[src/rtl/pim_seq_pkg.sv]
// Shared types and constants for the PIM job sequencer and its CFU command issuer.
package pim_seq_pkg;

  typedef enum logic [2:0] {
    IDLE       = 3'd0,
    LOAD_FETCH = 3'd1,
    LOAD_ISSUE = 3'd2,
    LOAD_WAIT  = 3'd3,
    RUN_ISSUE  = 3'd4,
    RUN_WAIT   = 3'd5,
    RESULT     = 3'd6
  } state_e;

  localparam logic [1:0] FID_READ  = 2'b00;
  localparam logic [1:0] FID_WRITE = 2'b01;
  localparam logic [1:0] FID_MAC   = 2'b10;

  localparam int ROW_W       = 8;
  localparam int AWIDTH_DFLT = 10;
  localparam int ROW_LSB     = AWIDTH_DFLT - ROW_W;

endpackage

[src/rtl/pim_cmd_issuer.sv]
// Single-outstanding CFU command/response handshake: holds the command payload
// until accepted, then waits for exactly one response and accumulates rsp_ok.
module pim_cmd_issuer
  import pim_seq_pkg::*;
#(
  parameter int AWIDTH = 10,
  parameter int DWIDTH = 32
) (
  input  logic              clk,
  input  logic              reset,
  input  logic              start,
  input  logic              clr_err,
  input  logic [AWIDTH-1:0] fid_i,
  input  logic [DWIDTH-1:0] data_i,
  output logic              cmd_valid,
  input  logic              cmd_ready,
  output logic [AWIDTH-1:0] cmd_fid,
  output logic [DWIDTH-1:0] cmd_data,
  output logic              accept,
  input  logic              rsp_valid,
  output logic              rsp_ready,
  input  logic              rsp_ok,
  output logic              done,
  output logic              err
);

  logic              pending_q, pending_d;
  logic              waiting_q, waiting_d;
  logic [AWIDTH-1:0] fid_q, fid_d;
  logic [DWIDTH-1:0] data_q, data_d;
  logic              err_q, err_d;

  always_comb begin
    pending_d = pending_q;
    waiting_d = waiting_q;
    fid_d     = fid_q;
    data_d    = data_q;
    err_d     = err_q;
    accept    = pending_q & cmd_ready;
    // Responses are only looked at once the command has been accepted.
    done      = waiting_q & rsp_valid;

    if (accept) begin
      pending_d = 1'b0;
      waiting_d = 1'b1;
    end
    if (done) begin
      waiting_d = 1'b0;
      err_d     = err_q | ~rsp_ok;
    end
    if (clr_err) begin
      err_d = 1'b0;
    end
    if (start) begin
      pending_d = 1'b1;
      fid_d     = fid_i;
      data_d    = data_i;
    end
  end

  always_ff @(posedge clk) begin
    if (reset) begin
      pending_q <= 1'b0;
      waiting_q <= 1'b0;
      fid_q     <= '0;
      data_q    <= '0;
      err_q     <= 1'b0;
    end else begin
      pending_q <= pending_d;
      waiting_q <= waiting_d;
      fid_q     <= fid_d;
      data_q    <= data_d;
      err_q     <= err_d;
    end
  end

  assign cmd_valid = pending_q;
  assign cmd_fid   = fid_q;
  assign cmd_data  = data_q;
  assign rsp_ready = waiting_q;
  assign err       = err_q;

endmodule

[src/rtl/pim_job_sequencer.sv]
// Job-level PIM controller: loads len weight words into consecutive rows, runs
// steps+DRAIN_STEPS MAC commands, and returns the last MAC response.
module pim_job_sequencer
  import pim_seq_pkg::*;
#(
  parameter int AWIDTH      = 10,
  parameter int DWIDTH      = 32,
  parameter int SWIDTH      = 6,
  parameter int DRAIN_STEPS = 2
) (
  input  logic              clk,
  input  logic              reset,
  input  logic              job_valid,
  output logic              job_ready,
  input  logic [7:0]        job_base,
  input  logic [7:0]        job_len,
  input  logic [SWIDTH-1:0] job_steps,
  input  logic              wr_valid,
  output logic              wr_ready,
  input  logic [DWIDTH-1:0] wr_data,
  output logic              res_valid,
  input  logic              res_ready,
  output logic [DWIDTH-1:0] res_data,
  output logic              res_err,
  output logic              cfu_cmd_valid,
  input  logic              cfu_cmd_ready,
  output logic [AWIDTH-1:0] cfu_cmd_function_id,
  output logic [DWIDTH-1:0] cfu_cmd_inputs_0,
  output logic [DWIDTH-1:0] cfu_cmd_inputs_1,
  input  logic              cfu_rsp_valid,
  output logic              cfu_rsp_ready,
  input  logic              cfu_rsp_ok,
  input  logic [DWIDTH-1:0] cfu_rsp_data,
  output logic              busy
);

  localparam int RWIDTH = SWIDTH + 2;

  state_e            state_q, state_d;
  logic [7:0]        base_q, base_d;
  logic [7:0]        len_q, len_d;
  logic [SWIDTH-1:0] steps_q, steps_d;
  logic [7:0]        load_cnt_q, load_cnt_d, load_cnt_inc;
  logic [RWIDTH-1:0] run_cnt_q, run_cnt_d, run_cnt_inc, run_total;
  logic [DWIDTH-1:0] res_data_q, res_data_d;

  logic              iss_start, iss_clr, iss_accept, iss_done, iss_err;
  logic [AWIDTH-1:0] iss_fid;
  logic [DWIDTH-1:0] iss_data;

  function automatic logic [AWIDTH-1:0] make_fid(input logic [7:0] row, input logic [1:0] code);
    logic [AWIDTH-1:0] f;
    f = '0;
    f[AWIDTH-1 -: 8] = row;
    f[1:0] = code;
    return f;
  endfunction

  assign load_cnt_inc = load_cnt_q + 8'd1;
  assign run_cnt_inc  = run_cnt_q + RWIDTH'(1);
  assign run_total    = RWIDTH'(steps_q) + RWIDTH'(DRAIN_STEPS);

  always_comb begin
    state_d    = state_q;
    base_d     = base_q;
    len_d      = len_q;
    steps_d    = steps_q;
    load_cnt_d = load_cnt_q;
    run_cnt_d  = run_cnt_q;
    res_data_d = res_data_q;
    iss_start  = 1'b0;
    iss_clr    = 1'b0;
    iss_fid    = make_fid(8'h00, FID_MAC);
    iss_data   = '0;
    job_ready  = 1'b0;
    wr_ready   = 1'b0;
    res_valid  = 1'b0;

    case (state_q)
      IDLE: begin
        job_ready = 1'b1;
        if (job_valid) begin
          base_d     = job_base;
          len_d      = job_len;
          steps_d    = job_steps;
          load_cnt_d = '0;
          run_cnt_d  = '0;
          iss_clr    = 1'b1;
          if (job_len != 8'd0) begin
            state_d = LOAD_FETCH;
          end else if (job_steps != '0) begin
            iss_start = 1'b1;
            state_d   = RUN_ISSUE;
          end else begin
            res_data_d = '0;
            state_d    = RESULT;
          end
        end
      end
      LOAD_FETCH: begin
        wr_ready = 1'b1;
        if (wr_valid) begin
          // Row address wraps modulo 256 by the 8-bit add.
          iss_start = 1'b1;
          iss_fid   = make_fid(base_q + load_cnt_q, FID_WRITE);
          iss_data  = wr_data;
          state_d   = LOAD_ISSUE;
        end
      end
      LOAD_ISSUE: if (iss_accept) state_d = LOAD_WAIT;
      LOAD_WAIT: begin
        if (iss_done) begin
          load_cnt_d = load_cnt_inc;
          if (load_cnt_inc == len_q) begin
            if (steps_q == '0) begin
              res_data_d = '0;
              state_d    = RESULT;
            end else begin
              iss_start = 1'b1;
              state_d   = RUN_ISSUE;
            end
          end else begin
            state_d = LOAD_FETCH;
          end
        end
      end
      RUN_ISSUE: if (iss_accept) state_d = RUN_WAIT;
      RUN_WAIT: begin
        if (iss_done) begin
          run_cnt_d = run_cnt_inc;
          if (run_cnt_inc == run_total) begin
            res_data_d = cfu_rsp_data;
            state_d    = RESULT;
          end else begin
            iss_start = 1'b1;
            state_d   = RUN_ISSUE;
          end
        end
      end
      RESULT: begin
        res_valid = 1'b1;
        if (res_ready) state_d = IDLE;
      end
      default: state_d = IDLE;
    endcase
  end

  always_ff @(posedge clk) begin
    if (reset) begin
      state_q    <= IDLE;
      base_q     <= '0;
      len_q      <= '0;
      steps_q    <= '0;
      load_cnt_q <= '0;
      run_cnt_q  <= '0;
      res_data_q <= '0;
    end else begin
      state_q    <= state_d;
      base_q     <= base_d;
      len_q      <= len_d;
      steps_q    <= steps_d;
      load_cnt_q <= load_cnt_d;
      run_cnt_q  <= run_cnt_d;
      res_data_q <= res_data_d;
    end
  end

  pim_cmd_issuer #(
    .AWIDTH (AWIDTH),
    .DWIDTH (DWIDTH)
  ) u_issuer (
    .clk       (clk),
    .reset     (reset),
    .start     (iss_start),
    .clr_err   (iss_clr),
    .fid_i     (iss_fid),
    .data_i    (iss_data),
    .cmd_valid (cfu_cmd_valid),
    .cmd_ready (cfu_cmd_ready),
    .cmd_fid   (cfu_cmd_function_id),
    .cmd_data  (cfu_cmd_inputs_0),
    .accept    (iss_accept),
    .rsp_valid (cfu_rsp_valid),
    .rsp_ready (cfu_rsp_ready),
    .rsp_ok    (cfu_rsp_ok),
    .done      (iss_done),
    .err       (iss_err)
  );

  assign cfu_cmd_inputs_1 = '0;
  assign res_data         = res_data_q;
  assign res_err          = iss_err;
  assign busy             = (state_q != IDLE);

endmodule
[config.mk]
export PLATFORM = sky130hd
export DESIGN_NAME = pim_job_sequencer
export DESIGN_NICKNAME = d
export VERILOG_FILES = /design/src/rtl/pim_seq_pkg.sv /design/src/rtl/pim_cmd_issuer.sv /design/src/rtl/pim_job_sequencer.sv
export SDC_FILE = /design/constraint.sdc
export NUM_CORES = 1
export LEC_CHECK = 0
export BUFFER_PORTS_ARGS = -buffer_cell sky130_fd_sc_hd__clkbuf_2
export CORE_UTILIZATION = 47
export CTS_BUF_LIST = sky130_fd_sc_hd__clkbuf_8
export CTS_CLUSTER_DIAMETER = 40
export DETAILED_ROUTE_END_ITERATION = 6
export PLACE_DENSITY = 0.8
export SLEW_MARGIN = 0
export SYNTH_ARGS = -nofsm -noshare
export SYNTH_HDL_FRONTEND = slang
export SYNTH_SLANG_ARGS = --single-unit
[constraint.sdc]
create_clock -name clk -period 2.81 [get_ports clk]
set_input_delay 0 -clock clk [delete_from_list [all_inputs] [get_ports clk]]
set_output_delay 0 -clock clk [all_outputs]
set_load 0.05 [all_outputs]
# After elaboration in Yosys (flattened, before gate mapping)
# Cells that the tools add are included.
[totals]
in_bits = 94
ff_bits = 118
word_cells = 104
out_inout_bits = 113
[classes]
mux = 48
bitwise_logic = 4
reduce_logical = 16
eq_ne = 20
n_addsub = 4
[op_table]
columns = ["op", "n"]
rows = [
  ["32-bit two-way mux", 10],
  ["32-bit case mux with 3 select lines", 1],
  ["8-bit case mux with 2 select lines", 2],
  ["3-bit two-way mux", 9],
  ["8-bit two-way mux", 3],
  ["2-bit != test (second input constant)", 12],
  ["3-bit case mux with 7 select lines", 1],
  ["10-bit two-way mux", 2],
  ["8-bit by 1-bit adder with 8-bit output (second input constant)", 2],
  ["1-bit two-way mux", 16],
  ["3-bit == test (second input constant)", 3],
  ["9-bit AND reduction", 1],
  ["8-bit adder", 1],
  ["8-bit by 7-bit == test with 1-bit output", 1],
  ["8-bit == test", 1],
  ["8-bit nonzero test", 1],
  ["6-bit by 2-bit adder with 7-bit output (second input constant)", 1],
  ["7-bit AND reduction", 1],
  ["3-bit by 2-bit == test with 1-bit output (second input constant)", 2],
  ["6-bit zero test", 1],
  ["2-bit two-way mux", 3],
  ["3-bit AND reduction", 2],
  ["2-bit nonzero test", 3],
  ["3-bit nonzero test", 2],
  ["other kinds (9)", 11],
]

# Logic depth before layout (Yosys ltp)
# Gate-level depths: netlist (run 1).
[logic_depth]
ltp_word = 6
depth_mapped = 10
ltp_nobuf = 9

# Modules after synthesis
# A second synthesis (run 1) with hierarchy kept.
[unflattened]
cells_unflattened = 773
area_unflattened_um2 = 6702.7
[by_module_without_submodules]
columns = ["mod", "instances", "cells_per_inst", "area_each_um2", "seq_area_each_um2"]
rows = [
  ["pim_job_sequencer", 1, 623, 5043.6, 1461.4],
  ["pim_cmd_issuer", 1, 150, 1659.1, 900.9],
]

# Worst setup path before layout (run 1)
# No wires, ideal clock.
[synth_timing]
kind = "register to register"
start = "reg state_q[1]"
end = "reg u_issuer.fid_q[0] (netlist: u_issuer.cmd_fid[0])"
required_ns = 2.678
setup_time_ns = 0.132
n_path_buf = 2
synth_period_minus_slack_ns = 2.974
setup_slack_ns = -0.164
stages_incl_launch_ff = 9
arrival_ns = 2.842
path_cell_list = "dfxtp_1 buf_1 nor3_1 nand2_1 nor3b_1 a31oi_1 clkbuf_1 o211ai_1 a21oi_1"
[synth_between]
elab_chain_len = 2
word_cells_on_any_way = 6
cone_classes = "3 x eq/ne; 2 x mux; 1 x reduce/logical"
[synth_rtl]
columns = ["element", "line_no", "text"]
rows = [
  ["from (decl)", "pim_job_sequencer.sv:39", "state_e state_q, state_d;"],
  ["from (signal assigned)", "pim_job_sequencer.sv:158", "state_q <= state_d;"],
  ["3-bit == test, or another cell as far along", "pim_job_sequencer.sv:79", "case (state_q)"],
  ["1-bit case mux with 4 select lines or 10-bit two-way mux (tied branches)", "pim_job_sequencer.sv:79", ""],
  ["to (signal assigned)", "pim_cmd_issuer.sv:71", "fid_q <= fid_d;"],
  ["to (decl)", "pim_cmd_issuer.sv:29", "logic [AWIDTH-1:0] fid_q, fid_d;"],
]
# Parallel ways exist; a longest one is shown, timed or not.
# A chain may end at the register's enable or synchronous reset.

# Worst setup path after layout (run 1)
[layout_timing]
start = "reg run_cnt_q[1]"
end = "reg res_data_q[20] (netlist: res_data[20])"
[layout_between]
elab_chain_len = 4
[layout_rtl]
columns = ["element", "line_no", "text"]
rows = [
  ["from (decl)", "pim_job_sequencer.sv:44", "logic [RWIDTH-1:0] run_cnt_q, run_cnt_d, run_cnt_inc, run_total;"],
  ["from (signal assigned)", "pim_job_sequencer.sv:163", "run_cnt_q <= run_cnt_d;"],
  ["8-bit by 1-bit adder with 8-bit output", "pim_job_sequencer.sv:60", "assign run_cnt_inc = run_cnt_q + RWIDTH'(1);"],
  ["8-bit by 7-bit == test with 1-bit output", "pim_job_sequencer.sv:131", "if (run_cnt_inc == run_total) begin"],
  ["2-bit != test (no source line)", "n/a", ""],
  ["9-bit AND reduction (no source line)", "n/a", ""],
  ["to (signal assigned)", "pim_job_sequencer.sv:164", "res_data_q <= res_data_d;"],
  ["to (decl)", "pim_job_sequencer.sv:45", "logic [DWIDTH-1:0] res_data_q, res_data_d;"],
]
# No other way between the ends.

==> results.toml, run 1 <==
[outcome]
status = "complete, no violations"

[global_routing]
grt_pass1_wl_um = 26520
grt_pass1_vias = 5503
grt_usage_pct = 26.37
grt_max_degree = 47
antenna_found_initial = 0
grt-ovfl-total = 0

[floorplanning]
coreArea_um2 = 11960
rows = 40
die_x_um = 112.7
die_y_um = 112.7
ios = 207
die_area_um2 = 12700
initial_core_util_pct = 48.14

[synthesis]
synthCells = 718
ys_types = 56
synth-edff-count = 0
synth_area_um2 = 5758
synth_ff_type = "dfxtp_1"
avgSynthCellArea_um2 = 8.020
async_flop_share_pct = 0
ys_seq_area_share_pct = 41.03
synth.ff_latch_count = 118
synth_warnings = 0

[timing]
setup_violations = 0
clock_skew_ns = 0.008802
fin_crit_ns = 2.738
hold_viol_final = 0
max_freq_mhz = 365.3
period_share_pct = 97.42
slew_viol_final = 0
tightest_slew_ns = 0.6884
tns_ns = 0
worst_slack_ns = 0.07237
max_slew_margin_pct = 53.53

[routing]
drc = 0
viasPerCell = 5.252
ant_nets = 0
drt_iter0_drc = 533
routed_wl_um = 17430
wl_per_cell_um = 15.29
first_pass_iters = 5
num_vias = 5987

[critical_path]
max_stage_delay_ns = 0.37
r2r_start = "run_cnt_q[1]"
path_cells = "ha_2 -> buf_4 -> xnor2_2 -> xnor2_1 -> or3_4 -> a2111oi_4 -> o211ai_2 -> a211oi_4 -> buf_6 -> buf_6 -> mux2i_1"
endpoint_kind = "register"
cp.arrival_ns = 3.10
path_buf_inv = 3
r2r_end = "res_data[20]"
criticalPathCategory = "register to register"
r2r_slack_ns = 0.07
critPathMaxFanout = 8
cp_slowest_cell = "a2111oi_4"
cp_top_family = "compound AO/OA/AOI/OAI gates"
r2r_cells = 11
critical_path_required_ns = 3.18
critPathMostFrequentCell = "buf_6"
cp-start-kind = "register"

[hold_path]
holdPathStages = 3
hold_class = "input port to register"
min_to = "load_cnt_q[0]"
hp-start = "reset"

[placed_design]
dpl_worst_slack_ns = 0.06171
portBuffers = 174
place.gp.congestion = 0.9027
postPlaceCellArea_um2 = 6700
dp_hpwl_um = 10280

[layout]
syn_to_final_growth_pct = 41.09
regArea_um2 = 2366
fill_cells = 926
layout_commonest_cell = "clkbuf_2"
antenna_cells = 0
multi_input_area_um2 = 3108
layout_common_cells = "clkbuf_2 (174), nand2_1 (160), dfxtp_1 (115), dlygate4sd3_1 (91), nand3_1 (54)"
utilization_pct = 67.92
final_area_um2 = 8124
drive_above_1_share_pct = 25.28
finalNetCount = 1085

[power]
max-vdd-ir-drop_uv = 635.3
leakagePower_uw = 0.003395
p_per_area_nw_per_um2 = 628.2
power_uw = 5103

[clock_network]
h-tree-depth = 4
clk_pin_slew_ns = 0.07
clk_latency_ns = 0.44
cts_buffer_depth = 2
cts_made_buffers = 17
cts_root_buf = "clkbuf_8"
cts_tree = "done"
cts_sinks = 118

[job]
cap_violations = 0
==> report_power, final <==
| part | internal, µW | total (µW) | switching, µW |
|---|---|---|---|
| Combinational | 514 | 1590 | 1070 |
| Clock | 892 | 1560 | 664 |
| Sequential | 1810 | 1960 | 144 |
| Total | 3220 | 5100 | 1880 |
==> per-stage QoR <==
step | std cells | hold slack (ns)
after floorplan | 749 | 0.1086
after global placement | 1013 | 0.1930
after detailed placement | 1013 | 0.2012
after CTS | 1136 | 0.1204
after global routing | 1140 | 0.1584
final | 1140 | 0.1433
==> what timing repair did <==
action                                  CTS  global route
gates resized for setup                   0             9
hold endpoints to repair                 90             0
setup buffers                             0             1
hold buffers                             91             0
endpoints found under the setup margin    0            44
==> logic make-up (layout without fill, tap and decap cells) <==
kind of cell	Yosys count	after routing	synth area share, %
xor+xnor	30	30	4.563
buf+inv	85	329	8.214
fa+ha+maj	11	11	2.521
flops	118	118	41.03
mux	34	34	5.932
compound gates	138	138	14.43
simple gates	301	301	23.25
other cells	1	32	0.06513
==> tightest hold or removal path: cells and delay by family <==
family        cells  cell delay (ns)
simple gates      1             0.14
buf+inv           2             0.40
==> cell usage after synthesis (2+ instances only) <==
master,n,area (µm²)
nor2_1,41,153.9
o31a_1,2,17.52
buf_8,3,45.04
mux2i_1,33,330.3
a21oi_1,47,235.2
or4b_1,2,20.02
nand3b_1,5,37.54
xor2_1,10,87.58
a31oi_1,5,31.28
nand3_1,54,270.3
and2_1,4,25.02
nand2_1,160,600.6
a311oi_1,2,17.52
inv_1,7,26.28
o21ai_0,41,205.2
a211oi_1,4,30.03
clkbuf_1,39,146.4
or4_1,2,15.01
nand4_1,2,12.51
buf_1,3,11.26
o21ai_1,11,55.05
o21bai_1,2,15.01
ha_1,10,125.1
o22ai_1,6,37.54
and3_4,2,22.52
nor3_1,5,25.02
a21o_1,2,15.01
o21a_1,3,22.52
or3_1,5,31.28
a22oi_1,2,15.01
xnor2_1,20,175.2
dfxtp_1,118,2362
and3_1,5,31.28
nor4_1,7,43.79
nor2b_1,2,12.51
buf_4,32,240.2
==> state kept, by name, summed over array words and instances, names as in the netlist <==
register	cells
base_q	8
len_q	8
load_cnt_q	8
res_data	32
run_cnt_q	8
state_q	3
steps_q	6
u_issuer.cmd_data	32
u_issuer.cmd_fid	10
u_issuer.cmd_valid	1
u_issuer.err	1
u_issuer.rsp_ready	1
==> per-layer routing <==
layer	GRT usage, %	vias to the layer above	part of all wire, %	routed length, µm
met5	0	-	0	0
met4	12.36	0	2.3	404
met3	7.343	38	6.8	1190
met2	46.09	254	50	8769
met1	29.67	2772	41	7066
li1	-	2923	-	-
==> how the worst max path moves through the flow <==
stage	startpoint	slack, ns	cells past startpoint	end
floorplan	run_cnt_q[0]	0.05	9	res_data[10]
CTS	run_cnt_q[1]	0.05	9	res_data[2]
finish	run_cnt_q[1]	0.07	11	res_data[20]
global route	run_cnt_q[1]	-0.03	11	res_data[6]
detailed placement	run_cnt_q[1]	0.06	9	res_data[2]
global placement	run_cnt_q[1]	0.14	9	res_data[25]
==> cell type report <==
cell class | count | share of cell area [%]
Multi-Input combinational cell | 546 | 38.26
Sequential cell | 118 | 29.12
Timing Repair Buffer | 289 | 24.98
Clock buffer | 22 | 3.727
Tap cell | 147 | 2.264
Clock inverter | 10 | 1.278
Inverter | 8 | 0.3696
Power figures use the tool's default switching activity.
==> run 2, diff against run 1 <==
--- a/config.mk
+++ b/config.mk
@@ -5,11 +5,11 @@
 export SDC_FILE = /design/constraint.sdc
 export NUM_CORES = 1
 export LEC_CHECK = 0
-export BUFFER_PORTS_ARGS = -buffer_cell sky130_fd_sc_hd__clkbuf_2
-export CORE_UTILIZATION = 47
+export CORE_UTILIZATION = 60
 export CTS_BUF_LIST = sky130_fd_sc_hd__clkbuf_8
 export CTS_CLUSTER_DIAMETER = 40
 export DETAILED_ROUTE_END_ITERATION = 6
+export DONT_BUFFER_PORTS = 1
 export PLACE_DENSITY = 0.8
 export SLEW_MARGIN = 0
 export SYNTH_ARGS = -nofsm -noshare
==> run 2 against run 1 <==
Net effect: sequential share of layout area increased by 3.3 points; cell count decreased by 16%; worst hold slack got worse by 0.13 ns; fmax increased by 0.59%; highest routed layer unchanged; sequential power increased by 13%; flip-flop and latch count unchanged; global-route usage increased by 7.2 points; clock-buffer cell count decreased by 4; largest cell class unchanged.
==> results.toml, run 2 (same netlist as run 1, synthesis figures left out) <==
[outcome]
status = "complete, no violations"

[critical_path]
r2r_end = "res_data[18]"
cp_top_family = "compound AO/OA/AOI/OAI gates"
criticalPathCategory = "register to register"
endpoint_kind = "register"
cp_slowest_cell = "dfxtp_1"
critical_path_required_ns = 3.14
cp.arrival_ns = 3.06
r2r_slack_ns = 0.09
max_stage_delay_ns = 0.42
r2r_start = "steps_q[2]"
cp-start-kind = "register"
r2r_cells = 10
path_cells = "ha_4 -> xnor2_2 -> xnor2_1 -> or3_4 -> a2111oi_4 -> o211ai_2 -> a211oi_4 -> buf_6 -> clkbuf_16 -> mux2i_1"
path_buf_inv = 2
critPathMaxFanout = 8

[global_routing]
grt-ovfl-total = 0
antenna_found_initial = 0
grt_max_degree = 46
grt_usage_pct = 33.53
grt_pass1_wl_um = 26240
grt_pass1_vias = 5454

[power]
p_per_area_nw_per_um2 = 693.3
power_uw = 5072
max-vdd-ir-drop_uv = 417.5
leakagePower_uw = 0.002665

[routing]
drt_iter0_drc = 454
first_pass_iters = 6
routed_wl_um = 16850
wl_per_cell_um = 17.70
num_vias = 5563
ant_nets = 0
drc = 0
viasPerCell = 5.843

[timing]
max_freq_mhz = 367.4
period_share_pct = 96.85
hold_viol_final = 0
tns_ns = 0
clock_skew_ns = 0.01812
fin_crit_ns = 2.722
tightest_slew_ns = 0.9614
setup_violations = 0
max_slew_margin_pct = 35.51
slew_viol_final = 0
worst_slack_ns = 0.08839

[placed_design]
dp_hpwl_um = 9709
dp.cells = 822
dpl_worst_slack_ns = 0.04152
place.gp.congestion = 0.8808
portBuffers = 0

[hold_path]
min_to = "u_issuer.err"
hold_class = "input port to register"
holdPathStages = 4
hp-start = "job_valid"

[layout]
drive_above_1_share_pct = 10.69
layout_common_cells = "nand2_1 (160), dfxtp_1 (113), dlygate4sd3_1 (92), nand3_1 (54), a21oi_1 (46)"
fill_cells = 569
finalNetCount = 915
layout_commonest_cell = "nand2_1"
final_cells = 952
utilization_pct = 78.80
antenna_cells = 0
syn_to_final_growth_pct = 27.05

[floorplanning]
ios = 207
die_y_um = 99.96
die_area_um2 = 9992
coreArea_um2 = 9284
die_x_um = 99.96
initial_core_util_pct = 62.02
rows = 35

[clock_network]
cts_made_buffers = 17
h-tree-depth = 4
cts_buffer_depth = 2
clk_latency_ns = 0.43
clk_pin_slew_ns = 0.07
cts_sinks = 118
cts_root_buf = "clkbuf_8"
cts_tree = "done"

[job]
cap_violations = 0
[run 2: cell types whose count changed in the layout (fill, tap and decap cells not counted), moves of 2 or more]
cell,previous run,this run
mux2i_1,33,31
inv_1,10,7
clkbuf_2,174,0
clkinv_4,0,3
dfxtp_1,115,113
inv_6,0,5
clkinv_2,2,0
dfxtp_2,3,5
clkbuf_8,22,18
[run 2: per-stage QoR]
stage               area (µm²)  hold WS (ns)
floorplan                 5879        0.1086
global placement          5807       0.08278
detailed placement        5807       0.08447
CTS                       7159      0.004205
global route              7316       0.02696
finish                    7316       0.01472
[run 2: worst max-delay path by stage]
stage	start	endpoint	slack (ns)	cells after the start
after floorplan	run_cnt_q[0]	res_data[10]	0.05	9
after global placement	run_cnt_q[1]	res_data[14]	0.16	9
after detailed placement	run_cnt_q[1]	res_data[21]	0.04	9
after CTS	run_cnt_q[1]	res_data[21]	0.02	9
after global routing	steps_q[2]	res_data[18]	-0.02	10
final	steps_q[2]	res_data[18]	0.09	10
[run 2: where the power goes]
part	switching (µW)	internal, µW	total [µW]
registers	407	1810	2220
clock network	766	835	1600
logic	792	460	1250
[run 2: repair_timing]
action | in CTS | in global routing
resized for setup | 0 | 19
endpoints found under the hold margin | 118 | 0
hold buffers | 93 | 0
buffers inserted | 0 | 2
setup endpoints to repair | 0 | 40
[run 2: final cells by class]
cell class	instances	area, µm²	area share (%)
Inverter	8	30.03	0.4105
Sequential cell	118	2369	32.38
Clock buffer	18	247.7	3.386
Timing Repair Buffer	119	1207	16.50
Clock inverter	14	163.9	2.240
Tap cell	129	161.4	2.206
Multi-Input combinational cell	546	3137	42.88
[run 2: worst reg2reg max path: cells and delay by family (launching register included)]
family          cells  cell delay [ns]
fa+ha+maj           1             0.23
mux                 1             0.24
flops               1             0.42
buf+inv             2             0.32
simple gates        1             0.34
xor+xnor            2             0.27
compound gates      3             0.83
[run 2: routing by layer]
| metal | wire length, µm | GRT usage [%] |
|---|---|---|
| met1 | 6390 | 36.60 |
| met2 | 8437 | 57.03 |
| met3 | 1292 | 12.05 |
| met4 | 729 | 17.87 |
| met5 | 0 | 0 |
